===== config.mk =====
export PLATFORM = sky130hd
export DESIGN_NAME = acumulador_com_sinal_flat
export DESIGN_NICKNAME = d
export VERILOG_FILES = /design/src/rtl/acumulador_com_sinal_if.sv /design/src/rtl/acumulador_com_sinal.sv /design/src/flat_wrapper.sv
export SDC_FILE = /design/constraint.sdc
export NUM_CORES = 1
export LEC_CHECK = 0
export BUFFER_PORTS_ARGS = -buffer_cell sky130_fd_sc_hd__clkbuf_2
export CAP_MARGIN = 30
export CORE_ASPECT_RATIO = 0.7
export CORE_MARGIN = 10
export CORE_UTILIZATION = 50
export DETAILED_ROUTE_END_ITERATION = 10
export GPL_TIMING_DRIVEN = 0
export PLACE_DENSITY = 0.77
export SYNTH_ARGS = -nofsm -noshare
export SYNTH_HDL_FRONTEND = slang
export SYNTH_SLANG_ARGS = --single-unit

===== constraint.sdc =====
create_clock -name clk -period 4.1 [get_ports clk]
set_input_delay 0.615 -clock clk [delete_from_list [all_inputs] [get_ports clk]]
set_output_delay 0.615 -clock clk [all_outputs]
set_load 0.03 [all_outputs]

===== src/rtl/acumulador_com_sinal_if.sv =====
// Handshake and result bus for the signed window accumulator.
// The accumulator is the slave; the producer/consumer side is the master.
interface acumulador_com_sinal_if;
    logic signed [7:0]  entrada;
    logic               entrada_valida;
    logic               entrada_pronta;
    logic               limpar;
    logic               saida_valida;
    logic               saida_pronta;
    logic signed [11:0] soma;
    logic signed [7:0]  media;
    logic signed [7:0]  saida_sat;
    logic               saturou;
    logic [4:0]         contagem;

    modport slave (
        input  entrada, entrada_valida, limpar, saida_pronta,
        output entrada_pronta, saida_valida, soma, media, saida_sat, saturou, contagem
    );

    modport master (
        output entrada, entrada_valida, limpar, saida_pronta,
        input  entrada_pronta, saida_valida, soma, media, saida_sat, saturou, contagem
    );
endinterface


===== src/rtl/acumulador_com_sinal.sv =====
// Signed window accumulator: sums N_AMOSTRAS signed 8-bit samples, then holds
// sum, floor mean and saturated sum until the consumer takes them.
//
// state      | meaning
// -----------+------------------------------------------------------------
// ACUMULANDO | accepting samples, results track the running sum
// PRONTO     | window complete, results held until saida_pronta or limpar
module acumulador_com_sinal #(
    parameter int N_AMOSTRAS = 4
) (
    input logic clk,
    input logic rst,
    acumulador_com_sinal_if.slave bus
);
    localparam int LOG2_N = $clog2(N_AMOSTRAS);

    generate
        if (N_AMOSTRAS != 2 && N_AMOSTRAS != 4 && N_AMOSTRAS != 8 && N_AMOSTRAS != 16) begin : g_bad_n
            $error("acumulador_com_sinal: N_AMOSTRAS must be 2, 4, 8 or 16");
        end
    endgenerate

    typedef enum logic {
        ACUMULANDO = 1'b0,
        PRONTO     = 1'b1
    } estado_t;

    estado_t            estado_q, estado_d;
    logic signed [11:0] acc_q, acc_d;
    logic [4:0]         cnt_q, cnt_d;
    logic signed [7:0]  media_q, media_d;
    logic signed [7:0]  sat_q, sat_d;
    logic               saturou_q, saturou_d;
    logic signed [11:0] media_larga;

    // Next-state: limpar beats the output handshake, which beats sample accept.
    always_comb begin
        estado_d = estado_q;
        acc_d    = acc_q;
        cnt_d    = cnt_q;
        if (bus.limpar) begin
            estado_d = ACUMULANDO;
            acc_d    = '0;
            cnt_d    = '0;
        end else if (estado_q == PRONTO) begin
            if (bus.saida_pronta) begin
                estado_d = ACUMULANDO;
                acc_d    = '0;
                cnt_d    = '0;
            end
        end else if (bus.entrada_valida) begin
            acc_d = acc_q + 12'(bus.entrada);
            cnt_d = cnt_q + 5'd1;
            if (cnt_q == 5'(N_AMOSTRAS - 1)) begin
                estado_d = PRONTO;
            end
        end
    end

    // Derived results are computed from the next accumulator so they are
    // registered alongside it and never lag the sum by a cycle.
    always_comb begin
        media_larga = acc_d >>> LOG2_N;
        media_d     = media_larga[7:0];
        sat_d       = acc_d[7:0];
        saturou_d   = 1'b0;
        if (acc_d > 12'sd127) begin
            sat_d     = 8'sd127;
            saturou_d = 1'b1;
        end else if (acc_d < -12'sd128) begin
            sat_d     = -8'sd128;
            saturou_d = 1'b1;
        end
    end

    // State and result registers with synchronous reset.
    always_ff @(posedge clk) begin
        if (rst) begin
            estado_q  <= ACUMULANDO;
            acc_q     <= '0;
            cnt_q     <= '0;
            media_q   <= '0;
            sat_q     <= '0;
            saturou_q <= 1'b0;
        end else begin
            estado_q  <= estado_d;
            acc_q     <= acc_d;
            cnt_q     <= cnt_d;
            media_q   <= media_d;
            sat_q     <= sat_d;
            saturou_q <= saturou_d;
        end
    end

    assign bus.entrada_pronta = (estado_q == ACUMULANDO);
    assign bus.saida_valida   = (estado_q == PRONTO);
    assign bus.soma           = acc_q;
    assign bus.media          = media_q;
    assign bus.saida_sat      = sat_q;
    assign bus.saturou        = saturou_q;
    assign bus.contagem       = cnt_q;
endmodule


===== src/flat_wrapper.sv =====
// flat-port wrapper written by rule: the top's interface ports become plain ports
module acumulador_com_sinal_flat 
#(
    parameter int N_AMOSTRAS = 4
)
  (clk, rst, bus_entrada, bus_entrada_valida, bus_limpar, bus_saida_pronta, bus_entrada_pronta, bus_saida_valida, bus_soma, bus_media, bus_saida_sat, bus_saturou, bus_contagem);
  acumulador_com_sinal_if bus_i ();
  input logic clk;
  input logic rst;
  input wire logic [$bits(bus_i.entrada)-1:0] bus_entrada;
  input wire logic [$bits(bus_i.entrada_valida)-1:0] bus_entrada_valida;
  input wire logic [$bits(bus_i.limpar)-1:0] bus_limpar;
  input wire logic [$bits(bus_i.saida_pronta)-1:0] bus_saida_pronta;
  output wire logic [$bits(bus_i.entrada_pronta)-1:0] bus_entrada_pronta;
  output wire logic [$bits(bus_i.saida_valida)-1:0] bus_saida_valida;
  output wire logic [$bits(bus_i.soma)-1:0] bus_soma;
  output wire logic [$bits(bus_i.media)-1:0] bus_media;
  output wire logic [$bits(bus_i.saida_sat)-1:0] bus_saida_sat;
  output wire logic [$bits(bus_i.saturou)-1:0] bus_saturou;
  output wire logic [$bits(bus_i.contagem)-1:0] bus_contagem;
  assign bus_i.entrada = bus_entrada;
  assign bus_i.entrada_valida = bus_entrada_valida;
  assign bus_i.limpar = bus_limpar;
  assign bus_i.saida_pronta = bus_saida_pronta;
  assign bus_entrada_pronta = bus_i.entrada_pronta;
  assign bus_saida_valida = bus_i.saida_valida;
  assign bus_soma = bus_i.soma;
  assign bus_media = bus_i.media;
  assign bus_saida_sat = bus_i.saida_sat;
  assign bus_saturou = bus_i.saturou;
  assign bus_contagem = bus_i.contagem;
  acumulador_com_sinal #(.N_AMOSTRAS(N_AMOSTRAS)) u_core (.clk(clk), .rst(rst), .bus(bus_i));
endmodule

# Word level (Yosys, flattened, before mapping)
# Index checks and enable logic that the tools add are counted.
[classes] eq_ne=2 order_cmp=2 bitwise_logic=1 reduce_logical=4 n_mux=15 n_addsub=2
[op_table] cell="$mux 12" count=4
[op_table] cell="$mux 5" count=3
[op_table] cell="$add 12x8->12" count=1
[op_table] cell="$gt 12x8->1 const B" count=1
[op_table] cell="$lt 12x8->1 const B" count=1
[op_table] cell="$mux 8" count=1
[op_table] cell="$mux 7" count=1
[op_table] cell="$mux 1" count=6
[op_table] cell="$add 5x1->5 const B" count=1
[op_table] cell="$eq 5x2->1 const B" count=1
[op_table] cell="$reduce_or 2->1" count=2
[op_table] cell="$ne 2x2->1 const B" count=1
[op_table] cell="$reduce_and 2->1" count=1
[op_table] cell="$reduce_bool 2->1" count=1
[op_table] cell="$not 1->1" count=1
[totals] input_bits=13 ff_bits=35 word_cells=33

# Logic depth before layout (Yosys ltp)
[depth] depth_word=7 ltp_mapped=11

# Worst setup path after synthesis
# Ideal clock, no wire load.
[synth_timing] path_type="input to register" startpoint="input port bus_entrada[0]" endpoint="register u_core.sat_q[1] (netlist: u_core.bus.saida_sat[1])" path_stages=11 arrival_time_ps=2648 path_buffers=0 slack_ps=1368 setup_time_ps=84 cell_sequence="ha_1 > inv_1 > fa_1 > nand2b_1 > a21oi_2 > o21bai_1 > a211oi_1 > a211oi_2 > nor4_4 > nor3_4 > o31ai_2"
[synth_between] elab_chain_cells=7
[synth_lines] element="start: declaration" line="flat_wrapper.sv:10" text="input wire logic [$bits(bus_i.entrada)-1:0] bus_entrada;"
[synth_lines] element="$add 12x8->12 *" line="acumulador_com_sinal.sv:52" text="acc_d = acc_q + 12'(bus.entrada);"
[synth_lines] element="$mux 12 *" line="acumulador_com_sinal.sv:51" text="end else if (bus.entrada_valida) begin"
[synth_lines] element="$mux 12 *" line="acumulador_com_sinal.sv:45" text="end else if (estado_q == PRONTO) begin"
[synth_lines] element="$mux 12 *" line="acumulador_com_sinal.sv:41" text="if (bus.limpar) begin"
[synth_lines] element="$lt 12x8->1" line="acumulador_com_sinal.sv:70" text="end else if (acc_d < -12'sd128) begin"
[synth_lines] element="$mux 8" line="acumulador_com_sinal.sv:70"
[synth_lines] element="$mux 7 *" line="acumulador_com_sinal.sv:67" text="if (acc_d > 12'sd127) begin"
[synth_lines] element="end signal: assignment" line="acumulador_com_sinal.sv:90" text="sat_q <= sat_d;"
[synth_lines] element="end: declaration" line="acumulador_com_sinal.sv:32" text="logic signed [7:0] sat_q, sat_d;"
# Mark *: on every way between the ends. The rest lies on a longest branch, timed or not.
# A chain may end at the register's enable or synchronous reset.

# Worst setup path after layout
# Ends and elaborated chain as after synthesis.

==> out/qor.csv <==
metric,value,unit
finalNonFillerCells,295,
crit_path_max_fanout,7,
ys_ff_latch,27,
cts_setup_buffers,0,
rsz0062_at_grt,false,
n_fill_cell,286,
relSlewSlack,60.82,%
clk_latency,270,ps
clk_pin_slew,90,ps
min_to,u_core.bus.saturou,
gp_congestion,0.8250,
first_pass_iters,4,
die_height,68.83,um
antenna_left,0,
cts_sinks,27,
period_share,68.14,%
synth_nets,222,
synth.avg_cell_area,8.688,um^2
rows,17,
tns,0,ps
grt_pass1_wl,7100,um
timing.rr.end,u_core.bus.saida_sat[1],
track_usage,13.40,%
synth_top_area_share,31.74,%
routed-via-count,1568,
die_area,0.006177,mm^2
yosysSeqAreaShare,31.74,%
synth_cell_types,47,
hpwl,3331,um
vias_per_cell,5.315,
cts_tree,built,
nNetsFinal,275,
synth_ff_type,dfxtp_1,
r2r-start,u_core.bus.soma[0],
whs_path_depth,2,
min-delay-start,rst,
grt_pass1_vias,1553,
seq_area,540.5,um^2
fmax,357.9,MHz
cts_resized,0,
synth_area_leaders,"dfxtp_1 32%, ha_1 8.8%, nand2_1 5.1%",
critPathKind,in2reg,
final_hold_viol_count,0,
finClkSkew,9.919,ps
synth_top_area_cell,dfxtp_1,
coreArea,0.003212,mm^2
htreeDepth,1,
cellPowerDensity,302.6,mW/mm^2
diodes,0,
post-place-cells,291,
worstMarginPinSlew,587.7,ps
maxCapViolCount,0,
antenna_found_initial,0,
holdCritPathClass,in2reg,
cp.arrival,2990,ps
start_util,53.02,%
drv_slew,0,
ff2ff_setup_slack,1330,ps
status,"complete, no violations",
port_buffers,48,
synthCells,196,
drc,0,
synth_edf_count,0,
min_period,2794,ps
numCtsBuffers,3,
vdd_drop_max,228.3,uV
wl_per_cell,13.81,um
io_pins,49,
grt_max_degree,15,
hold_buffers,0,
drive_gt1_share,31.45,%
chipWidth,89.75,um
syn2layout_area_growth,20.21,%
setup_violations,0,
drt_iter0_drc,122,
worstSetupEndpointType,flip-flop,
start_kind,input port,
cts_buffer_depth,2,
multiInputGateArea,0.001040,mm^2
r2r_cells,11,
worstPathRequired,4300,ps
root_buffer,clkbuf_8,
synthArstFlopShare,0,%
netlist_area,0.001703,mm^2
yosys-top-cells-count,"27 x dfxtp_1, 23 x nand2_1, 21 x nor2_1",
synth_most_common_cell,dfxtp_1,
grt_overflow_total,0,
routed_wl,4074,um
critPathLaunch,bus_entrada[0],
leakagePower,0.001016,uW
yosys_warnings,0,
worst max-delay path, stage by stage:
cell	delay [ps]
clkbuf_2	80
ha_1	210
inv_1	70
fa_1	400
nand2b_1	190
a21oi_2	190
o21bai_1	110
a211oi_1	290
a211oi_2	120
nor4_4	400
nor3_4	110
o31ai_2	210
cells in the final DEF (no fill, tap or decap), types with 3 or more instances in the layout:
master / instances
clkbuf_2: 48
dfxtp_1: 27
nand2_1: 23
nor2_1: 21
inv_1: 13
a21oi_1: 12
ha_1: 12
o21ai_0: 9
buf_4: 8
o21ai_1: 7
mux2i_1: 6
xor2_1: 5
xnor2_1: 5
nand4_1: 3
clkbuf_8: 3
cells by family (layout without fill, tap and decap cells):
| family | after synthesis | after routing | synth area share, % |
|---|---|---|---|
| xor gates and xnor gates | 11 | 11 | 6.098 |
| buffers and inverters | 24 | 76 | 7.201 |
| DFF | 27 | 27 | 31.74 |
| AOI/OAI and AO/OA | 52 | 52 | 22.48 |
| and+or+nand+nor | 62 | 62 | 18.30 |
| adders and majority gates | 13 | 13 | 9.992 |
| muxes | 7 | 7 | 4.188 |
per-layer routing:
layer / vias to the layer above / track usage, % / wire [um]
met3: 4 / 5.819 / 357
met5: - / 0 / 0
li1: 791 / - / -
met4: 0 / 2.209 / 34
met1: 725 / 17.19 / 1969
met2: 48 / 20.85 / 1713
final cells by class:
cell class / count / share of cell area [%]
multi-input combinational: 145 / 50.79
sequential: 27 / 26.41
timing repair buffer: 48 / 11.74
buffer: 11 / 3.606
tap: 47 / 2.873
inverter: 13 / 2.384
clock buffer: 4 / 2.200
power by group:
part	leakage [uW]	total (uW)	internal (uW)	switching (uW)
Sequential	0.000221	288	278	10.3
Combinational	0.000773	185	66.3	118
Clock	0.0000228	146	69.5	77.0
registers in the layout, summed over array words and instances, names as in the netlist:
name / count
u_core.bus.contagem: 5
u_core.bus.media: 7
u_core.bus.saida_sat: 8
u_core.bus.saida_valida: 1
u_core.bus.saturou: 1
u_core.bus.soma: 5
how the worst max path moves through the flow:
| stage | cells past startpoint | slack, ps | endpoint |
|---|---|---|---|
| 3_5_place_dp | 12 | 1030 | u_core.bus.saida_sat[1] |
| 3_3_place_gp | 12 | 1050 | u_core.bus.saida_sat[1] |
| 4_1_cts | 12 | 1310 | u_core.bus.saida_sat[1] |
| 5_1_grt | 11 | 1110 | u_core.bus.saida_sat[6] |
| 6_report | 12 | 1310 | u_core.bus.saida_sat[1] |
| 2_1_floorplan | 11 | 1370 | u_core.bus.saida_sat[1] |
stage by stage:
stage	power (uW)	setup slack (ps)	instance area (um^2)	util [%]	hold WS (ps)
CTS	622.3	1306	2047	63.73	563.5
global route	654.8	1110	2047	63.73	562.4
finish	619.5	1306	2047	63.73	568.5
detailed placement	479.1	1028	2002	62.33	545.1
global placement	477.4	1051	2002	62.33	542.7
floorplan	432.1	1368	1703	-	669.2
Note: power is estimated with default switching activity, not from simulation.
